==> src/rtl/rv32i_types.sv <==
// Shared RV32I types: base opcode constants and the instruction-queue entry record.
package rv32i_types;

   localparam logic [6:0] OP_LUI    = 7'b0110111;
   localparam logic [6:0] OP_AUIPC  = 7'b0010111;
   localparam logic [6:0] OP_JAL    = 7'b1101111;
   localparam logic [6:0] OP_JALR   = 7'b1100111;
   localparam logic [6:0] OP_BRANCH = 7'b1100011;
   localparam logic [6:0] OP_LOAD   = 7'b0000011;
   localparam logic [6:0] OP_STORE  = 7'b0100011;
   localparam logic [6:0] OP_IMM    = 7'b0010011;
   localparam logic [6:0] OP_REG    = 7'b0110011;

   typedef struct packed {
      logic [31:0] pc;
      logic [31:0] instr;
   } iq_entry_t;

endpackage

==> src/rtl/instr_queue_mem.sv <==
// Instruction queue storage: one synchronous write port, one asynchronous read port.
// Kept apart from the pointer logic so it can later map onto SRAM or LUTRAM.
module instr_queue_mem
   import rv32i_types::*;
#(
   parameter int DEPTH = 16,
   parameter int PTR_W = $clog2(DEPTH)
) (
   input  logic             clk,
   input  logic             we,
   input  logic [PTR_W-1:0] waddr,
   input  iq_entry_t        wdata,
   input  logic [PTR_W-1:0] raddr,
   output iq_entry_t        rdata
);

   iq_entry_t mem [DEPTH];

   // Contents need no reset; validity is tracked by the pointers.
   always_ff @(posedge clk) begin
      if (we) begin
         mem[waddr] <= wdata;
      end
   end

   assign rdata = mem[raddr];

endmodule

==> src/rtl/instr_queue.sv <==
// Circular FIFO between fetch and issue with show-ahead head outputs and
// pre-extracted opcode/funct7 fields for reservation-station steering.
module instr_queue
   import rv32i_types::*;
#(
   parameter  int DEPTH = 16,
   localparam int PTR_W = $clog2(DEPTH)
) (
   input  logic           clk,
   input  logic           rst_n,
   input  logic           flush,
   input  logic           push,
   input  logic [31:0]    push_instr,
   input  logic [31:0]    push_pc,
   output logic           full,
   input  logic           pop,
   output logic           instr_valid,
   output logic [31:0]    instr,
   output logic [31:0]    pc,
   output logic [6:0]     opcode,
   output logic [6:0]     funct7,
   output logic [PTR_W:0] count
);

   logic [PTR_W:0] head;
   logic [PTR_W:0] tail;
   logic           empty;
   logic           push_ok;
   logic           pop_ok;
   iq_entry_t      wr_entry;
   iq_entry_t      head_entry;

   // Flags depend only on the registered pointers; the MSB is the wrap bit.
   assign empty       = (head == tail);
   assign full        = (head[PTR_W-1:0] == tail[PTR_W-1:0]) && (head[PTR_W] != tail[PTR_W]);
   assign instr_valid = !empty;
   assign count       = tail - head;

   assign push_ok = push && !full;
   assign pop_ok  = pop && !empty;

   always_ff @(posedge clk or negedge rst_n) begin
      if (!rst_n) begin
         head <= '0;
         tail <= '0;
      end else if (flush) begin
         head <= '0;
         tail <= '0;
      end else begin
         if (push_ok) begin
            tail <= tail + 1'b1;
         end
         if (pop_ok) begin
            head <= head + 1'b1;
         end
      end
   end

   assign wr_entry = '{pc: push_pc, instr: push_instr};

   instr_queue_mem #(
      .DEPTH (DEPTH),
      .PTR_W (PTR_W)
   ) u_mem (
      .clk   (clk),
      .we    (push_ok && !flush),
      .waddr (tail[PTR_W-1:0]),
      .wdata (wr_entry),
      .raddr (head[PTR_W-1:0]),
      .rdata (head_entry)
   );

   assign instr  = head_entry.instr;
   assign pc     = head_entry.pc;
   assign opcode = head_entry.instr[6:0];
   assign funct7 = head_entry.instr[31:25];

endmodule

==> config.mk <==
export PLATFORM = sky130hd
export DESIGN_NAME = instr_queue
export DESIGN_NICKNAME = d
export VERILOG_FILES = /design/src/rtl/rv32i_types.sv /design/src/rtl/instr_queue_mem.sv /design/src/rtl/instr_queue.sv
export SDC_FILE = /design/constraint.sdc
export NUM_CORES = 1
export LEC_CHECK = 0
export CORE_ASPECT_RATIO = 1.4
export CORE_MARGIN = 5
export CORE_UTILIZATION = 60
export CTS_BUF_LIST = sky130_fd_sc_hd__clkbuf_4
export DETAILED_ROUTE_END_ITERATION = 6
export MAX_ROUTING_LAYER = met4
export PLACE_DENSITY_LB_ADDON = 0.1
export RECOVER_POWER = 50
export SETUP_SLACK_MARGIN = 0.1
export SYNTH_ARGS = -nofsm -noshare
export SYNTH_HDL_FRONTEND = slang
export SYNTH_SLANG_ARGS = --single-unit
==> constraint.sdc <==
create_clock -name clk -period 8.2 [get_ports clk]
set_input_delay 0.82 -clock clk [delete_from_list [all_inputs] [get_ports clk]]
set_output_delay 0.82 -clock clk [all_outputs]
set_load 0.01 [all_outputs]
Word-level counts from Yosys, hierarchy flattened
Memories as Yosys holds them, arrays and structs flattened.
Cells that the tools add are included.
- add/sub/neg operators: 3
- equal/unequal tests: 3
- muxes and demuxes: 6
- reduce and logical (&&, ||, !) cells: 9
- operators by type and width (kind ; count):
    $mux W5 ; 4
    $add A5 B1 Y5 const B ; 2
    $eq A5 B5 Y1 ; 1
    $sub A5 B5 Y5 ; 1
    $eq A4 B4 Y1 ; 1
    $logic_and A1 B1 Y1 ; 4
    $reduce_bool A2 Y1 ; 2
    $logic_not A1 Y1 ; 3
    $mux W1 ; 2
    $ne A1 B1 Y1 ; 1
- flip-flop bits (word level): 10
- bits in writable memories: 1024
- input bits: 69
- output and inout port bits: 85
- logic and storage cells: 24
- memories: 1
- memories (name ; depth ; width ; rd ports ; clocked after memory_dff ; wr ports ; line ; source):
    u_mem.mem ; 16 ; 64 ; 1 ; 0 ; 1 ; instr_queue_mem.sv:17 ; iq_entry_t mem [DEPTH];

Longest topological paths before layout
- word-level depth: 7
- mapped depth: 9
- mapped depth without buffers: 7

Hierarchy
Synthesis repeated with hierarchy kept, for this count alone.
- cell total of the unflattened synthesis: 1668
- area total of the unflattened synthesis: 39086.2 um^2
- by module, submodules not included (module ; instances ; cells an instance ; area an instance (um^2) ; sequential area each (um^2)):
    instr_queue_mem ; 1 ; 1583 ; 38300.5 ; 30749.5
    instr_queue ; 1 ; 85 ; 785.8 ; 250.2

Worst setup path after synthesis
Ideal clock, no wire load.
- path type: reg2reg
- start: reg head[1]
- end: mem u_mem.mem[0][0] (netlist bit) (enable)
- library setup time: 565 ps
- arrival: 6504 ps
- data required time: 7635 ps
- slack: 1132 ps
- cell stages (with the launch flop): 10
- buffers on the path: 3
- period minus slack after synthesis: 7068 ps
- path through: dfrtp_1 buf_2 buf_4 clkbuf_1 inv_1 ha_1 and4_1 a211oi_2 nand2_1 nor3_1
- longest elaborated chain between the ends: 7
- RTL lines (what ; line ; source):
    start: declaration ; instr_queue.sv:25 ; logic [PTR_W:0] head;
    start signal: assignment ; instr_queue.sv:54 ; head <= head + 1'b1;
    $eq A4 B4 Y1 ; instr_queue.sv:35 ; assign full = (head[PTR_W-1:0] == tail[PTR_W-1:0]) && (head[PTR_W] != tail[PTR_W]);
    $logic_and A1 B1 Y1 ; instr_queue.sv:35 ;
    $logic_not A1 Y1 ; instr_queue.sv:39 ; assign push_ok = push && !full;
    $logic_and A1 B1 Y1 ; instr_queue.sv:39 ;
    $logic_and A1 B1 Y1 ; instr_queue.sv:66 ; .we (push_ok && !flush),
    $mux W1 ; instr_queue_mem.sv:21 ; if (we) begin
    $mux W1 (not written as such) ; instr_queue_mem.sv:22 ; mem[waddr] <= wdata;
    end: declaration ; instr_queue_mem.sv:17 ;
No other way between the ends.

Worst setup path after layout
- start: reg head[2]
- end: out pc[18]
- longest elaborated chain between the ends: 1
- RTL lines (what ; line ; source):
    $mem_v2 Z16 W64 ; -- ;
    end: declaration ; instr_queue.sv:19 ; output logic [31:0] pc,
No other way between the ends.

==> metrics.cfg <==
[timing]
setup_viol = 0
finClkSkew_ns = 0.0391
slew_headroom = -0.358
fin_crit_sh = 0.790
tightest_slew_ns = 2.04
fmax_mhz = 154
maxSlewViolCount = 60
rsz0062_at_grt = no
finalSetupTns_ns = 0
min_period_ns = 6.48
hold_viol = 0

[final_layout]
layout-drive-gt1-share = 0.266
nFillCells = 4318
final_common_cell = edfxtp_1
area_growth_pct = 12.8
most-common-layout-cells = edfxtp_1 (1024), clkbuf_4 (343), mux2i_1 (194)
final_net_count = 2201
stdcell_count = 3152
final_util = 0.684

[placement]
dp.final_hpwl_um = 43600
dp.cells = 2740
port_buffers = 153
gp_congestion = 0.736

[routing]
wl_per_cell_um = 27.7
viasPerCell = 6.20
wl_um = 87400
drt_first_pass_iters = 5
antenna_left = 0
drc = 0
via_count = 19553
drt_iter0_markers = 1686

[worst_setup_path]
path_max_fanout = 45
critPathRequiredTime_ns = 7.38
end_kind = output pin
r2r_cells = 7
worst_setup_path_start_kind = flip-flop
critPathKind = flip-flop to output pin
cp.arrival_ns = 5.66

[yosys]
synthCells = 1817
syn_nets = 1896
ys_types = 37
synth_edf_count = 1024
synth-seq-area-share = 0.777
synth-seq-cells = 1034
async_reset_ff_frac = 0.00967
syn_area_sq_mm = 0.0399
ys_warn_count = 0
ys.flop_type = edfxtp_1
synth.avg_cell_area_sq_um = 21.9

[clock_tree]
cts_made_buffers = 226
clk_path_buf_depth = 3
cts.sinks = 1034
path_clk_slew_ns = 0.06
cts_tree = yes
h-tree-depth = 4
cts_root_buf = clkbuf_4
post_cts_buffers = 0
clock_latency_ns = 1.05

[grt]
busiest_layer = met2
grt_pass1_vias = 20716
track_usage = 0.255
antenna_found_initial = 17
grt-ovfl-total = 0
grt_max_degree = 110
grt.met3_usage = 0.0574
grt_pass1_wl_um = 130000
groute.layer.met1.usage = 0.321
met2_usage = 0.425

[min_path]
min_path_cells = 4
min_path_type = primary input to flip-flop

[floorplanning]
die_h_um = 315
start_util = 0.607
num_rows = 111
core_sq_mm = 0.0657
dieWidth_um = 228
io_pins = 154
dieArea_sq_mm = 0.0718

[power]
power.density_mw_per_mm2 = 246
vdd.ir_drop.worst_mv = 0.168
total_leakage_power_nw = 13.8

[status]
status = finished with violations
violations = capacitance limit, slew limit

[run]
drv_cap = 2

-- metal layers --
metal | wire length, um | vias to the layer above | part of all wire
li1 | - | 8423 | -
met1 | 34500 | 10236 | 0.39
met2 | 45500 | 762 | 0.52
met3 | 5820 | 132 | 0.067
met4 | 1620 | 0 | 0.019
met5 | 0 | - | 0
-- sequential cells by signal (all words and copies together) (netlist names) --
| signal | count |
|---|---|
| tail | 5 |
| head | 5 |
| u_mem.mem | 1024 |
-- cells in the mapped netlist (2+ instances only) --
| cell type | number | area [sq um] |
|---|---|---|
| nand2_1 | 7 | 26.3 |
| clkbuf_4 | 5 | 37.5 |
| a221oi_1 | 53 | 464 |
| xnor2_1 | 8 | 70.1 |
| a21o_1 | 2 | 15.0 |
| ha_1 | 9 | 113 |
| buf_1 | 4 | 15.0 |
| buf_8 | 6 | 90.1 |
| nand2b_1 | 2 | 12.5 |
| buf_2 | 22 | 110 |
| clkbuf_1 | 42 | 158 |
| nor3_1 | 4 | 20.0 |
| mux4_2 | 192 | 4320 |
| a21oi_1 | 5 | 25.0 |
| o21ai_0 | 5 | 25.0 |
| o21ai_1 | 126 | 631 |
| buf_4 | 21 | 158 |
| inv_1 | 8 | 30.0 |
| buf_6 | 17 | 191 |
| nand4_1 | 3 | 18.8 |
| nor2_1 | 22 | 82.6 |
| edfxtp_1 | 1024 | 30700 |
| o211ai_1 | 2 | 15.0 |
| dfrtp_1 | 10 | 250 |
| xor2_1 | 3 | 26.3 |
| a221oi_2 | 11 | 165 |
| mux2i_1 | 194 | 1940 |
-- per-stage QoR --
stage	hold WS, ns	power (W)	setup slack, ns	area [sq um]
floorplan	0.524	0.00703	1.13	39900
global placement	0.623	0.00743	3.62	42200
global route	0.486	0.0116	1.30	45000
CTS	0.448	0.0112	2.42	45000
detailed placement	0.646	0.00744	3.63	42200
finish	0.582	0.0110	1.72	45000
-- repair_timing --
item                                   4_1_cts  5_1_grt
setup endpoints to repair                    0        0
gates resized for setup                      0        0
endpoints found under the hold margin        4        0
hold buffers                                 1        0
-- worst paths after layout --
check | to | slack, ns | startpoint
setup / recovery | pc[18] | 1.72 | head[2]
hold / removal | head[2] | 0.58 | pop
setup reg to reg | u_mem.mem[9][42] | 2.04 | head[2]
hold reg to reg | tail[4] | 0.64 | tail[4]
max in group asynchronous | head[1] | 7.09 | rst_n
min in group asynchronous | tail[0] | 0.72 | rst_n
-- cell type report --
type | instances | area, sq um | area share
Multi-Input combinational cell | 657 | 8160 | 0.181
Clock buffer | 343 | 2570 | 0.0573
Sequential cell | 1034 | 31000 | 0.690
Timing Repair Buffer | 195 | 1860 | 0.0414
Tap cell | 847 | 1060 | 0.0236
Inverter | 8 | 31.3 | 0.000696
Antenna cell | 17 | 42.5 | 0.000946
Clock inverter | 51 | 224 | 0.00498
-- logic make-up (layout without fill, tap and decap cells) --
family | count (synthesis) | in the layout | synth area share
adders and majority gates | 10 | 10 | 0.00333
buffers and inverters | 126 | 597 | 0.0203
DFF | 1034 | 1034 | 0.777
muxes | 386 | 386 | 0.157
AOI/OAI and AO/OA | 206 | 206 | 0.0341
xor gates and xnor gates | 12 | 12 | 0.00282
and+or+nand+nor | 43 | 43 | 0.00483
other | 0 | 17 | 0
-- report_power, final --
part | internal [W] | switching [W] | leakage, nW | total, W
Sequential | 0.00585 | 0.0000459 | 9.36 | 0.00589
Clock | 0.00192 | 0.00183 | 1.68 | 0.00375
Combinational | 0.000723 | 0.000678 | 2.80 | 0.00140
-- worst max-delay path: stages (launching register included) --
cell and delay (ns):
dfrtp_1 1.71, buf_4 0.76, buf_4 0.67, mux4_2 0.40
mux2i_1 0.34, o21ai_1 0.15, clkdlybuf4s50_1 0.52
Note: power is estimated with default switching activity, not from simulation.
